## config.mk

```make
export PLATFORM = sky130hd
export DESIGN_NAME = mac_ureg_reader
export DESIGN_NICKNAME = d
export VERILOG_FILES = /design/src/rtl/mac_dbg_pkg.sv /design/src/rtl/dbg_shreg.sv /design/src/rtl/mac_ureg_reader.sv
export SDC_FILE = /design/constraint.sdc
export NUM_CORES = 1
export LEC_CHECK = 0
export BUFFER_PORTS_ARGS = -buffer_cell sky130_fd_sc_hd__buf_2
export CAP_MARGIN = 20
export CORE_MARGIN = 4
export CORE_UTILIZATION = 35
export CTS_CLUSTER_SIZE = 8
export DETAILED_ROUTE_END_ITERATION = 6
export GPL_TIMING_DRIVEN = 0
export SETUP_SLACK_MARGIN = 0.1
export SYNTH_ARGS = -nofsm -noshare
export SYNTH_HDL_FRONTEND = slang
export SYNTH_SLANG_ARGS = --single-unit
```

## constraint.sdc

```tcl
create_clock -name clk -period 2.6 [get_ports clk]
set_input_delay 0.52 -clock clk [delete_from_list [all_inputs] [get_ports clk]]
set_output_delay 0.52 -clock clk [all_outputs]
set_load 0.005 [all_outputs]
```

## src/rtl/mac_dbg_pkg.sv

```systemverilog
// Shared definitions for the MAC array debug readback path: ureg addresses,
// reader FSM states and the bit layout of the update-DR word.
package mac_dbg_pkg;

    localparam logic [1:0] UREG_WEIGHT = 2'b00;
    localparam logic [1:0] UREG_DATA   = 2'b01;
    localparam logic [1:0] UREG_ADD    = 2'b10;
    localparam logic [1:0] UREG_REMAIN = 2'b11;

    typedef enum logic [1:0] {
        IDLE   = 2'd0,
        STALL  = 2'd1,
        SETTLE = 2'd2,
        CAPT   = 2'd3
    } state_t;

    localparam int UPD_ADDR_LSB = 0;
    localparam int UPD_SEL_LSB  = 2;

    // The auto-increment flag is the MSB of the DR word, whatever its width.
    function automatic int upd_autoinc_bit(input int w);
        return w - 1;
    endfunction

endpackage

```

## src/rtl/dbg_shreg.sv

```systemverilog
// W-bit DR register: parallel load (priority) or one-bit right shift, LSB on tdo.
// Single-cycle update; no backpressure, the caller guarantees legal strobes.
module dbg_shreg #(
    parameter int W = 8
) (
    input  logic         clk,
    input  logic         rst,
    input  logic         load,
    input  logic [W-1:0] load_dat,
    input  logic         shift,
    input  logic         tdi,
    output logic [W-1:0] q,
    output logic         tdo
);

    always_ff @(posedge clk) begin
        if (rst) begin
            q <= '0;
        end else if (load) begin
            q <= load_dat;
        end else if (shift) begin
            q <= {tdi, q[W-1:1]};
        end
    end

    assign tdo = q[0];

endmodule

```

## src/rtl/mac_ureg_reader.sv

```systemverilog
// Stalls the MAC array, muxes one unit's user register into the DR and shifts it out.
// Capture completes 4 cycles after the strobe once acked; strobes arriving while busy are dropped into ovr_o.
module mac_ureg_reader
    import mac_dbg_pkg::*;
#(
    parameter int W     = 8,
    parameter int N     = 4,
    parameter int IDX_W = (N > 1) ? $clog2(N) : 1
) (
    input  logic             clk,
    input  logic             rst,
    input  logic             capture_i,
    input  logic             shift_i,
    input  logic             update_i,
    input  logic             tdi_i,
    output logic             tdo_o,
    output logic             stall_req_o,
    input  logic             stall_ack_i,
    output logic [IDX_W-1:0] ureg_sel_o,
    output logic [1:0]       ureg_addr_o,
    input  logic [N*W-1:0]   ureg_data_i,
    output logic             busy_o,
    output logic             ovr_o
);

    localparam int FLAT_W      = IDX_W + 2;
    localparam int AUTOINC_BIT = upd_autoinc_bit(W);

    state_t             state_q, state_d;
    logic [IDX_W-1:0]   sel_q;
    logic [1:0]         addr_q;
    logic               autoinc_q;
    logic               ovr_q;
    logic [W-1:0]       mux_q, mux_d;
    logic [W-1:0]       shreg_q;
    logic               sh_shift, do_update, drop;
    logic               wrap;
    logic [FLAT_W-1:0]  flat_nxt;
    logic               unused_shreg;

    always_comb begin
        state_d   = state_q;
        sh_shift  = 1'b0;
        do_update = 1'b0;
        drop      = 1'b0;
        case (state_q)
            IDLE: begin
                if (capture_i) begin
                    state_d = STALL;
                    drop    = shift_i | update_i;
                end else if (shift_i) begin
                    sh_shift = 1'b1;
                    drop     = update_i;
                end else if (update_i) begin
                    do_update = 1'b1;
                end
            end
            STALL: begin
                drop = capture_i | shift_i | update_i;
                if (stall_ack_i) begin
                    state_d = SETTLE;
                end
            end
            SETTLE: begin
                drop    = capture_i | shift_i | update_i;
                state_d = CAPT;
            end
            CAPT: begin
                drop    = capture_i | shift_i | update_i;
                state_d = IDLE;
            end
            default: state_d = IDLE;
        endcase
    end

    // Out-of-range selects (possible when N is not a power of two) read as zero.
    always_comb begin
        mux_d = '0;
        for (int k = 0; k < N; k++) begin
            if (sel_q == IDX_W'(k)) begin
                mux_d = ureg_data_i[k*W +: W];
            end
        end
    end

    assign wrap     = (sel_q >= IDX_W'(N - 1)) && (addr_q == UREG_REMAIN);
    assign flat_nxt = {sel_q, addr_q} + FLAT_W'(1);

    always_ff @(posedge clk) begin
        if (rst) begin
            state_q   <= IDLE;
            sel_q     <= '0;
            addr_q    <= UREG_WEIGHT;
            autoinc_q <= 1'b0;
            ovr_q     <= 1'b0;
            mux_q     <= '0;
        end else begin
            state_q <= state_d;
            if (state_q == SETTLE) begin
                mux_q <= mux_d;
            end
            if (do_update) begin
                addr_q    <= shreg_q[UPD_ADDR_LSB +: 2];
                sel_q     <= shreg_q[UPD_SEL_LSB +: IDX_W];
                autoinc_q <= shreg_q[AUTOINC_BIT];
            end else if (state_q == CAPT && autoinc_q) begin
                if (wrap) begin
                    sel_q  <= '0;
                    addr_q <= UREG_WEIGHT;
                end else begin
                    {sel_q, addr_q} <= flat_nxt;
                end
            end
            if (drop) begin
                ovr_q <= 1'b1;
            end
        end
    end

    dbg_shreg #(.W(W)) u_shreg (
        .clk      (clk),
        .rst      (rst),
        .load     (state_q == CAPT),
        .load_dat (mux_q),
        .shift    (sh_shift),
        .tdi      (tdi_i),
        .q        (shreg_q),
        .tdo      (tdo_o)
    );

    assign unused_shreg = ^shreg_q;
    assign stall_req_o  = (state_q != IDLE);
    assign busy_o       = (state_q != IDLE);
    assign ovr_o        = ovr_q;
    assign ureg_sel_o   = sel_q;
    assign ureg_addr_o  = addr_q;

endmodule

```

## Word-level counts from Yosys, hierarchy flattened

Index checks and enable logic that the tools add are counted.
W data, S select, Z words.

| cells by class | value |
|---|---|
| $add $sub $neg | 1 |
| magnitude comparators | 1 |
| eq/ne operators | 9 |
| mux-type cells | 25 |
| bitwise logic cells | 3 |
| reductions and logical operators | 9 |

Operators with widths:

| operator | count |
|---|---|
| $mux W8 | 6 |
| $mux W2 | 8 |
| $eq A2 B2 Y1 const B | 5 |
| $mux W1 | 9 |
| $pmux W2 S4 | 1 |
| $reduce_bool A2 Y1 | 3 |
| $add A4 B1 Y4 const B | 1 |
| $eq A2 B1 Y1 const B | 2 |
| $logic_not A2 Y1 | 2 |
| $ne A2 B2 Y1 const B | 2 |
| $or A1 B1 Y1 | 3 |
| $reduce_or A3 Y1 | 1 |
| $ge A2 B2 Y1 const B | 1 |
| $logic_and A1 B1 Y1 | 2 |
| $pmux W1 S2 | 1 |
| $reduce_and A2 Y1 | 1 |

| word-level totals | value |
|---|---|
| flip-flop bits (word level) | 24 |
| input port bits | 39 |
| output and inout port bits | 8 |
| logic and storage cells | 55 |

## Longest topological paths before layout

Gate-level depths: netlist of the first run.

| logic depth | value |
|---|---|
| word-level depth | 5 |
| gate-level depth with buffers | 7 |
| depth with buffers taken out | 5 |

## Modules after synthesis

From an unflattened synthesis of the first run, not the netlist that was laid out.

| second synthesis, totals | value |
|---|---|
| cell total of the unflattened synthesis | 129 |
| area total of the unflattened synthesis | 1370.1 um^2 |

By module, submodules not included:

| module | times used | cells an instance | area each (um^2) | sequential area each (um^2) |
|---|---|---|---|---|
| mac_ureg_reader | 1 | 93 | 993.5 | 320.3 |
| dbg_shreg | 1 | 36 | 376.6 | 160.2 |

## Least setup slack after synthesis of the first run

No wires, ideal clock.

| timing | value |
|---|---|
| path kind | flip-flop to flip-flop |
| start point | reg state_q[0] |
| end point | reg u_shreg.q[0] |
| setup time | 0.081 ns |
| arrival time | 1.455 ns |
| data required time | 2.519 ns |
| slack | 1.064 ns |
| stages on the path, launching flop included | 8 |
| buffers on the path | 2 |
| period minus slack after synthesis | 1.536 ns |
| path through | dfxtp_1 inv_1 ha_1 and3b_1 buf_6 or2_1 buf_6 a211oi_2 |

| between the ends | value |
|---|---|
| word-level cells in the longest chain between the ends | 3 |
| elaborated cells on any way between the ends | 5 |
| those cells by class | 1 x eq/ne; 2 x mux; 2 x reduce/logical |

Ends and longest elaborated chain:

| item | line | RTL |
|---|---|---|
| start, declared | mac_ureg_reader.sv:29 | `state_t state_q, state_d;` |
| start signal, assigned | mac_ureg_reader.sv:98 | `state_q <= state_d;` |
| $logic_not A2 Y1 | mac_ureg_reader.sv:46 | `case (state_q)` |
| $mux W1 | mac_ureg_reader.sv:46 |  |
| $reduce_bool A2 Y1 (no source line) | -- |  |
| end signal, assigned | dbg_shreg.sv:20 | `q <= load_dat;` |
| end signal, assigned | dbg_shreg.sv:22 | `q <= {tdi, q[W-1:1]};` |
| end, declared | dbg_shreg.sv:12 | `output logic [W-1:0] q,` |

Several ways; a longest one is shown, not always the timed one.
A chain may end at the register's enable or synchronous reset.

## Worst setup path in the final report of the first run

| timing | value |
|---|---|
| start point | reg state_q[0] |
| end point | out stall_req_o |

| between the ends | value |
|---|---|
| word-level cells in the longest chain between the ends | 1 |

Ends and longest elaborated chain:

| item | line | RTL |
|---|---|---|
| $reduce_bool A2 Y1 | mac_ureg_reader.sv:132 | `assign stall_req_o = (state_q != IDLE);` |
| end, declared | mac_ureg_reader.sv:17 | `output logic stall_req_o,` |

Every way passes these cells.

==> results of run 1 <==
## metal layers
layer  wire length (µm)  part of all wire (%)  vias up
met3                 85                   2.7        2
met5                  0                     0        -
met2               1773                    56       16
met1               1275                    40      571
met4                 23                  0.73        0
li1                   -                     -      593
## Yosys cell counts (all sizes together) (2+ instances only)
master,number,share of area [%]
a211oi,9,7.6
a21oi,3,1.1
a311oi,3,1.9
buf,8,4.4
clkbuf,3,0.80
dfxtp,24,34
ha,6,5.3
inv,3,0.80
mux2i,17,12
mux4,8,14
nand2,4,1.1
nand2b,2,0.89
nand3,4,1.4
nor2,13,3.5
nor3,11,3.9
nor4,2,0.89
o21ai,2,0.71
## state kept, by name, summed over array words and instances (netlist names)
| signal | count |
|---|---|
| autoinc_q | 1 |
| mux_q | 8 |
| ovr_o | 1 |
| state_q | 2 |
| u_shreg.q | 8 |
| ureg_addr_o | 2 |
| ureg_sel_o | 2 |
## worst max-delay path by stage
stage,end,slack (ps),cells past startpoint
2_1_floorplan,u_shreg.q[0],1060,7
3_3_place_gp,u_shreg.q[0],960,7
3_5_place_dp,u_shreg.q[0],900,7
4_1_cts,stall_req_o,740,5
5_1_grt,stall_req_o,640,5
6_report,stall_req_o,750,5
## report_power, final
part           leakage, nW  switching (mW)  total, mW  internal (mW)
registers            0.196          0.0699      0.532          0.462
logic                0.486           0.312      0.622          0.310
clock network       0.0357           0.120      0.325          0.206
total                0.718           0.501       1.48          0.977
## cell families (layout without fill, tap and decap cells)
kind of cell / after synthesis / in the layout / share of synthesized area, %
AND/OR/NAND/NOR: 42 / 42 / 14.93
buffers and inverters: 14 / 64 / 6.044
adder cells (fa/ha/maj): 7 / 7 / 6.044
multiplexers: 25 / 25 / 26.22
AO/OA/AOI/OAI: 18 / 18 / 12.00
flip-flops: 24 / 24 / 34.13
XOR/XNOR: 1 / 1 / 0.6223
## critical path, cell delays in order (launching register included)
cell     delay (ps)
dfxtp_1         400
inv_1           100
ha_1            260
inv_1           100
buf_4           100
buf_2           100
## stage by stage
stage,setup slack [ps],std cells,power [mW]
after CTS,741.7,229,1.501
final,754.9,229,1.479
after detailed placement,904.8,225,1.170
after global placement,961.3,225,1.138
after floorplan,1064,131,0.9917
after global routing,644.2,229,1.599
## final cells by class
class / instances / area (µm²) / share of cell area [%]
multi-input combinational: 93 / 842.1 / 47.60
sequential: 24 / 480.5 / 27.16
timing repair buffer: 46 / 230.2 / 13.01
buffer: 11 / 73.82 / 4.173
tap: 48 / 60.06 / 3.395
clock buffer: 3 / 41.29 / 2.334
clock inverter: 1 / 30.03 / 1.697
inverter: 3 / 11.26 / 0.6365
==> results.md, run 1 <==
* Status: finished clean
* Synth Register Bits at 24
* CP Capture Type: primary output
* Hold EP: ureg_addr_o[0]
* Synthesized net count at 176
* Die area at between 0.005 and 0.006 mm²
* Row count at 22
* Hold path cells at 2
* Fraction of registers with async set/reset at 0%
* Final setup violation count at 0
* M2 GR Usage at 24.59%
* Busiest layer in global routing: met2
* I/O Pins at 47
* Hpwl dp at approximately 2.5 mm
* Syn Area/Cell at between 10 and 15 µm²
* RSZ-0062 raised after global routing: false
* Die height at around 71 µm
* Worst EP arrival at 1330 ps
* Max FO, Critical Path at 5
* WS Path Type: reg2out
* Routability Congestion at ~0.8
* MaxCap Viol Count at 0
* Met1 Use GR at between 10% and 20%
* R2r startpoint: state_q[0]
* Final worst path period need at 1845 ps
* Clock sink count at 24
* Vias/cell at between 5 and 6
* Worst Tran Pin Value at ~670 ps
* R2R Setup Slk at 890 ps
* Min-delay worst type: in2reg
* Clk_skew at about 2.3 ps
* Max Freq at roughly 540 MHz
* Synth unique cells at 31
* Initial Utilization at 37.33%
* PwrDens at between 800 and 900 mW/mm²
* Post-route cell area at between 0.0015 and 0.002 mm²
* Post-Syn Instances at between 100 and 150
* Core ar. at approximately 0.0038 mm²
* Vias in the first global route at ~1200
* Bufs on Longest Clock Path at 2
* Area post-placement at roughly 0.0017 mm²
* GRT met3 Usage at ~2.2%
* Post-CTS Repair Setup Buffers at 0
* Mapped cell area at around 0.0014 mm²
* Share of layout cells above drive strength 1 at a little under two fifths
* Per-cell routed wire length at between 10 and 15 µm
* Num CTS Buffers at 3
* Dominant synthesized flop cell: dfxtp_1
* Drt first-iter violations at 22
* Total number of vias at roughly 1200
* Required time of the critical path at 2080 ps
* First-pass GRT wire length at roughly 5.4 mm
* Final antenna-violating net count at 0
* Clock root buffer: clkbuf_8
* Worst-path clk slew at approximately 80 ps
* Initial antenna violation count at 0
* Largest net degree at the start of global routing at 15
* GRT Total Usage at about an eighth
* Commonest non-fill, non-tap cells in the layout: 48 x buf_2, 24 x dfxtp_1, 17 x mux2i_1, 13 x nor2_1, 11 x nor3_1
* # H-tree levels at 1
* Ys Warns at 0
* Drt pass-1 iters at 4
* N_diodes at 0
* Grt total ovfl at 0
* Fin crit share at a little under three quarters
* Worst setup SP type: register
* Worst r2r path cells at 7
* Hold buffer count at cts at 0
* Final Util at between 40% and 50%
* Post-synth EDFFs at 0
* Min-delay src: rst
* Final #Nets at 227
* Max Slew Vio Count at 0
* # fillers at approximately 370
* LEAKAGE at between 0.7 and 0.8 nW
* Die width at 71.42 µm
* Final Hold Fails at 0
* PortBufs at 46
* Final WL at between 3 and 4 mm
* Clk Latency, worst-skew pair at around 260 ps
* CTS resizes at 0
* Setup_tns at 0 ps
* Slew headroom at around 56%
* R2R Path End: u_shreg.q[0]
* DRC viols at 0
* Hold slack at between 400 and 500 ps
* Layout area overhead at 25.69%
* VDD IR max at between 0.0003 and 0.0004 V
* CP startpoint: state_q[0]
* TritonCTS clock tree: done
* Sequential area share after synthesis at around 34%
* Commonest non-fill, non-tap cell in the layout: buf_2
(Power assumes the default switching activity.)
==> run 2: changes to the inputs <==
--- a/config.mk
+++ b/config.mk
@@ -5,6 +5,7 @@
 export SDC_FILE = /design/constraint.sdc
 export NUM_CORES = 1
 export LEC_CHECK = 0
+export ABC_AREA = 1
 export BUFFER_PORTS_ARGS = -buffer_cell sky130_fd_sc_hd__buf_2
 export CAP_MARGIN = 20
 export CORE_MARGIN = 4
==> constraint.sdc (replaced) <==
create_clock -name clk -period 1.7 [get_ports clk]
set_input_delay 0.34 -clock clk [delete_from_list [all_inputs] [get_ports clk]]
set_output_delay 0.34 -clock clk [all_outputs]
set_load 0.005 [all_outputs]
==> run 2 against run 1 <==
  * Clock power is 56% higher
  * Die area is 1.7% higher
  * Utilization is 1.3 points lower
  * Via count is 24% higher
  * Synthesized area is 2.0% higher
  * Flip-flop and latch count stayed put
  * Non-clock buffer count is 3 lower
  * Sequential power is 49% higher
  * Count of clock-buffer cells in the layout stayed put
  * Critical path depth stayed put
==> results.md, run 2 <==
* Setup_tns at 0 ps (unchanged)
* PwrDens at 1145 mW/mm² (+37%)
* Most common library cells after synthesis: 63 x nand2_1, 36 x nor2_1, 24 x dfxtp_1
* N_diodes at 0 (unchanged)
* Vias/cell at 4.520 (-12%)
* Clk_skew at 11.27 ps (+9.017 ps)
* Final worst path period need at ~1500 ps
* Critical Path Stages at 5 (unchanged)
* Initial Utilization at 36.14% (-1.2 points)
* Dominant synthesized flop cell: dfxtp_1
* Per-cell routed wire length at 10.53 µm (-24%)
* Max stage delay on crit path at 340 ps (-60 ps)
* First-pass GRT wire length at 5.878 mm (+9.6%)
* Max FO, Critical Path at 4 (-1)
* MaxCap Viol Count at 0 (unchanged)
* Synth top area share at 33.48% (-0.65 points)
* Max Freq at between 600 and 700 MHz
* Post-Syn Instances at 224 (+71%)
* Commonest non-fill, non-tap cells in the layout: 63 x nand2_1, 47 x buf_2, 36 x nor2_1, 22 x dfxtp_1, 21 x o21ai_0
* Leading area contributor after synthesis: dfxtp_1
* Placed insts at 319 (+42%)
* Worst Tran Pin Value at 455.5 ps (-211.2 ps)
* Initial antenna violation count at 0 (unchanged)
* Final WL at 3.401 mm (+7.7%)
* CP Capture Type: primary output
* Routability Congestion at 0.7897 (-0.84%)
* GRT Total Usage at 13.58% (+0.45 points)
* Critical path capture point: stall_req_o
* VDD IR max at 0.0005289 V (+34%)
* Worst path bufs/invs at 4 (unchanged)
* Top cells by area, synth: dfxtp_1 33%, nand2_1 16%, nor2_1 9.4%
* RSZ-0062 raised after global routing: false
* Die height at 72.04 µm (+0.87%)
* TritonCTS clock tree: done
* Area post-placement at 0.001723 mm² (+1.5%)
* R2R Path End: u_shreg.q[7]
* Clk Latency, worst-skew pair at 270 ps (about the same)
* Required time of the critical path at 1360 ps (-720 ps)
* Clock sink count at 24 (unchanged)
* Num CTS Buffers at 3 (unchanged)
* Commonest non-fill, non-tap cell in the layout: nand2_1
* Die width at 72.04 µm (+0.87%)
* PortBufs at 45 (-2.2%)
* Syn Area/Cell at 6.407 µm² (-40%)
* Vias in the first global route at 1401 (+14%)
* Fin crit share at 90.26%
* Final Util at 45.65% (-1.3 points)
* Largest net degree at the start of global routing at 15 (unchanged)
* Hold buffer count at cts at 0 (unchanged)
* Share of layout cells above drive strength 1 at 26.01% (-12 points)
* Biggest regs: mux_q: 8 flops, u_shreg.q: 8 flops
* WS Path Type: reg2out
* Row count at 23 (+4.5%)
* Grt total ovfl at 0 (unchanged)
* Max Slew Vio Count at 0 (unchanged)
* R2R Setup Slk at 250 ps (-640 ps)
* Top-count cell post-synth: nand2_1
* Final Hold Fails at 0 (unchanged)
* CP startpoint: state_q[1]
* Core ar. at 0.003971 mm² (+5.3%)
* Synth unique cells at 23 (-26%)
* Fraction of registers with async set/reset at 0% (unchanged)
* Final #Nets at 319 (+41%)
* DRC viols at 0 (unchanged)
* Ys Warns at 0 (unchanged)
* Final setup violation count at 0 (unchanged)
* Worst EP arrival at 1190 ps (-140 ps)
* Slowest stage cell, crit path: dfxtp_2
* # H-tree levels at 1 (unchanged)
* Slew headroom at 69.63% (+14 points)
* Synth Register Bits at 24 (unchanged)
* Worst-path cell chain: inv_1, ha_4, inv_2, buf_4, buf_2
* Worst r2r path cells at 8 (+1)
* Layout area overhead at 26.33%
* Final antenna-violating net count at 0 (unchanged)
* Post-Layout Cell Count at 323 (+41%)
* Die area at 0.005189 mm² (+1.7%)
* Sequential area share after synthesis at 33.48% (-0.65 points)
* Status: finished clean
* Mapped cell area at 0.001435 mm² (+2.0%)
* I/O Pins at 47 (unchanged)
* LEAKAGE at 0.8889 nW (+24%)
* Drt first-iter violations at 56 (+150%)
* Clock root buffer: clkbuf_8
* Min-delay worst type: in2reg
* Post-route cell area at 0.001813 mm² (+2.5%)
* Worst setup SP type: register
* Post-synth EDFFs at 0 (unchanged)
* Total number of vias at 1460 (+24%)
* Worst-path clk slew at 90 ps (about the same)
* Hpwl dp at 2.737 mm (+11%)
* CP delay by family, top: buffers and inverters
* R2r startpoint: state_q[1]
* Drt pass-1 iters at 4 (unchanged)
* Synthesized net count at 269 (+53%)
* Bufs on Longest Clock Path at 2 (unchanged)
run 2: final cells by class:
class / count / area, µm²
Sequential cell: 24 / 483.0
Clock buffer: 3 / 41.29
Clock inverter: 1 / 30.03
Buffer: 9 / 62.56
Multi-Input combinational cell: 172 / 837.1
Inverter: 19 / 71.32
Timing Repair Buffer: 45 / 225.2
Tap cell: 50 / 62.56
Fill cell: 412 / 2158
run 2: report_power, final:
part	total (mW)	switching (mW)	internal, mW
Clock	0.506	0.191	0.315
Combinational	0.777	0.435	0.342
Sequential	0.793	0.0873	0.705
Total	2.08	0.714	1.36
run 2: how the worst min path moves through the flow:
stage	start	end	slack [ps]	cells after the start
2_1_floorplan	u_shreg.q[7]	autoinc_q	440	2
3_3_place_gp	mux_q[3]	mux_q[3]	460	2
3_5_place_dp	mux_q[3]	mux_q[3]	460	2
4_1_cts	rst	mux_q[2]	420	2
5_1_grt	rst	mux_q[2]	470	2
6_report	rst	mux_q[2]	410	2
run 2: layer usage:
metal / global-route usage [%] / wire [µm] / part of all wire [%] / vias up
li1: - / - / - / 813
met1: 17.97 / 1684 / 50 / 606
met2: 23.16 / 1482 / 44 / 36
met3: 1.385 / 181 / 5.3 / 5
met4: 4.384 / 52 / 1.5 / 0
met5: 0 / 0 / 0 / -
run 2: through the flow:
| stage | setup WS (ps) | hold slack, ps | power [mW] |
|---|---|---|---|
| finish | 165.5 | 413.3 | 2.076 |
| global route | 104.2 | 472.9 | 2.245 |
| CTS | 119.0 | 423.3 | 2.067 |
| detailed placement | 69.10 | 464.0 | 1.548 |
| global placement | 87.47 | 460.1 | 1.540 |
| floorplan | 351.4 | 441.7 | 1.331 |
run 2: timing repair:
item / 4_1_cts / 5_1_grt
gates resized for setup: 4 / 5
setup buffers: 0 / 0
setup endpoints to repair: 6 / 4
run 2: cells by family (layout without fill, tap and decap cells):
group                    after synthesis  after routing  share of synthesized area, %
AO/OA/AOI/OAI                         45             45                         18.05
adder cells (fa/ha/maj)                6              6                         5.231
buffers and inverters                 28             77                         9.067
flip-flops                            24             24                         33.48
AND/OR/NAND/NOR                      121            121                         34.18
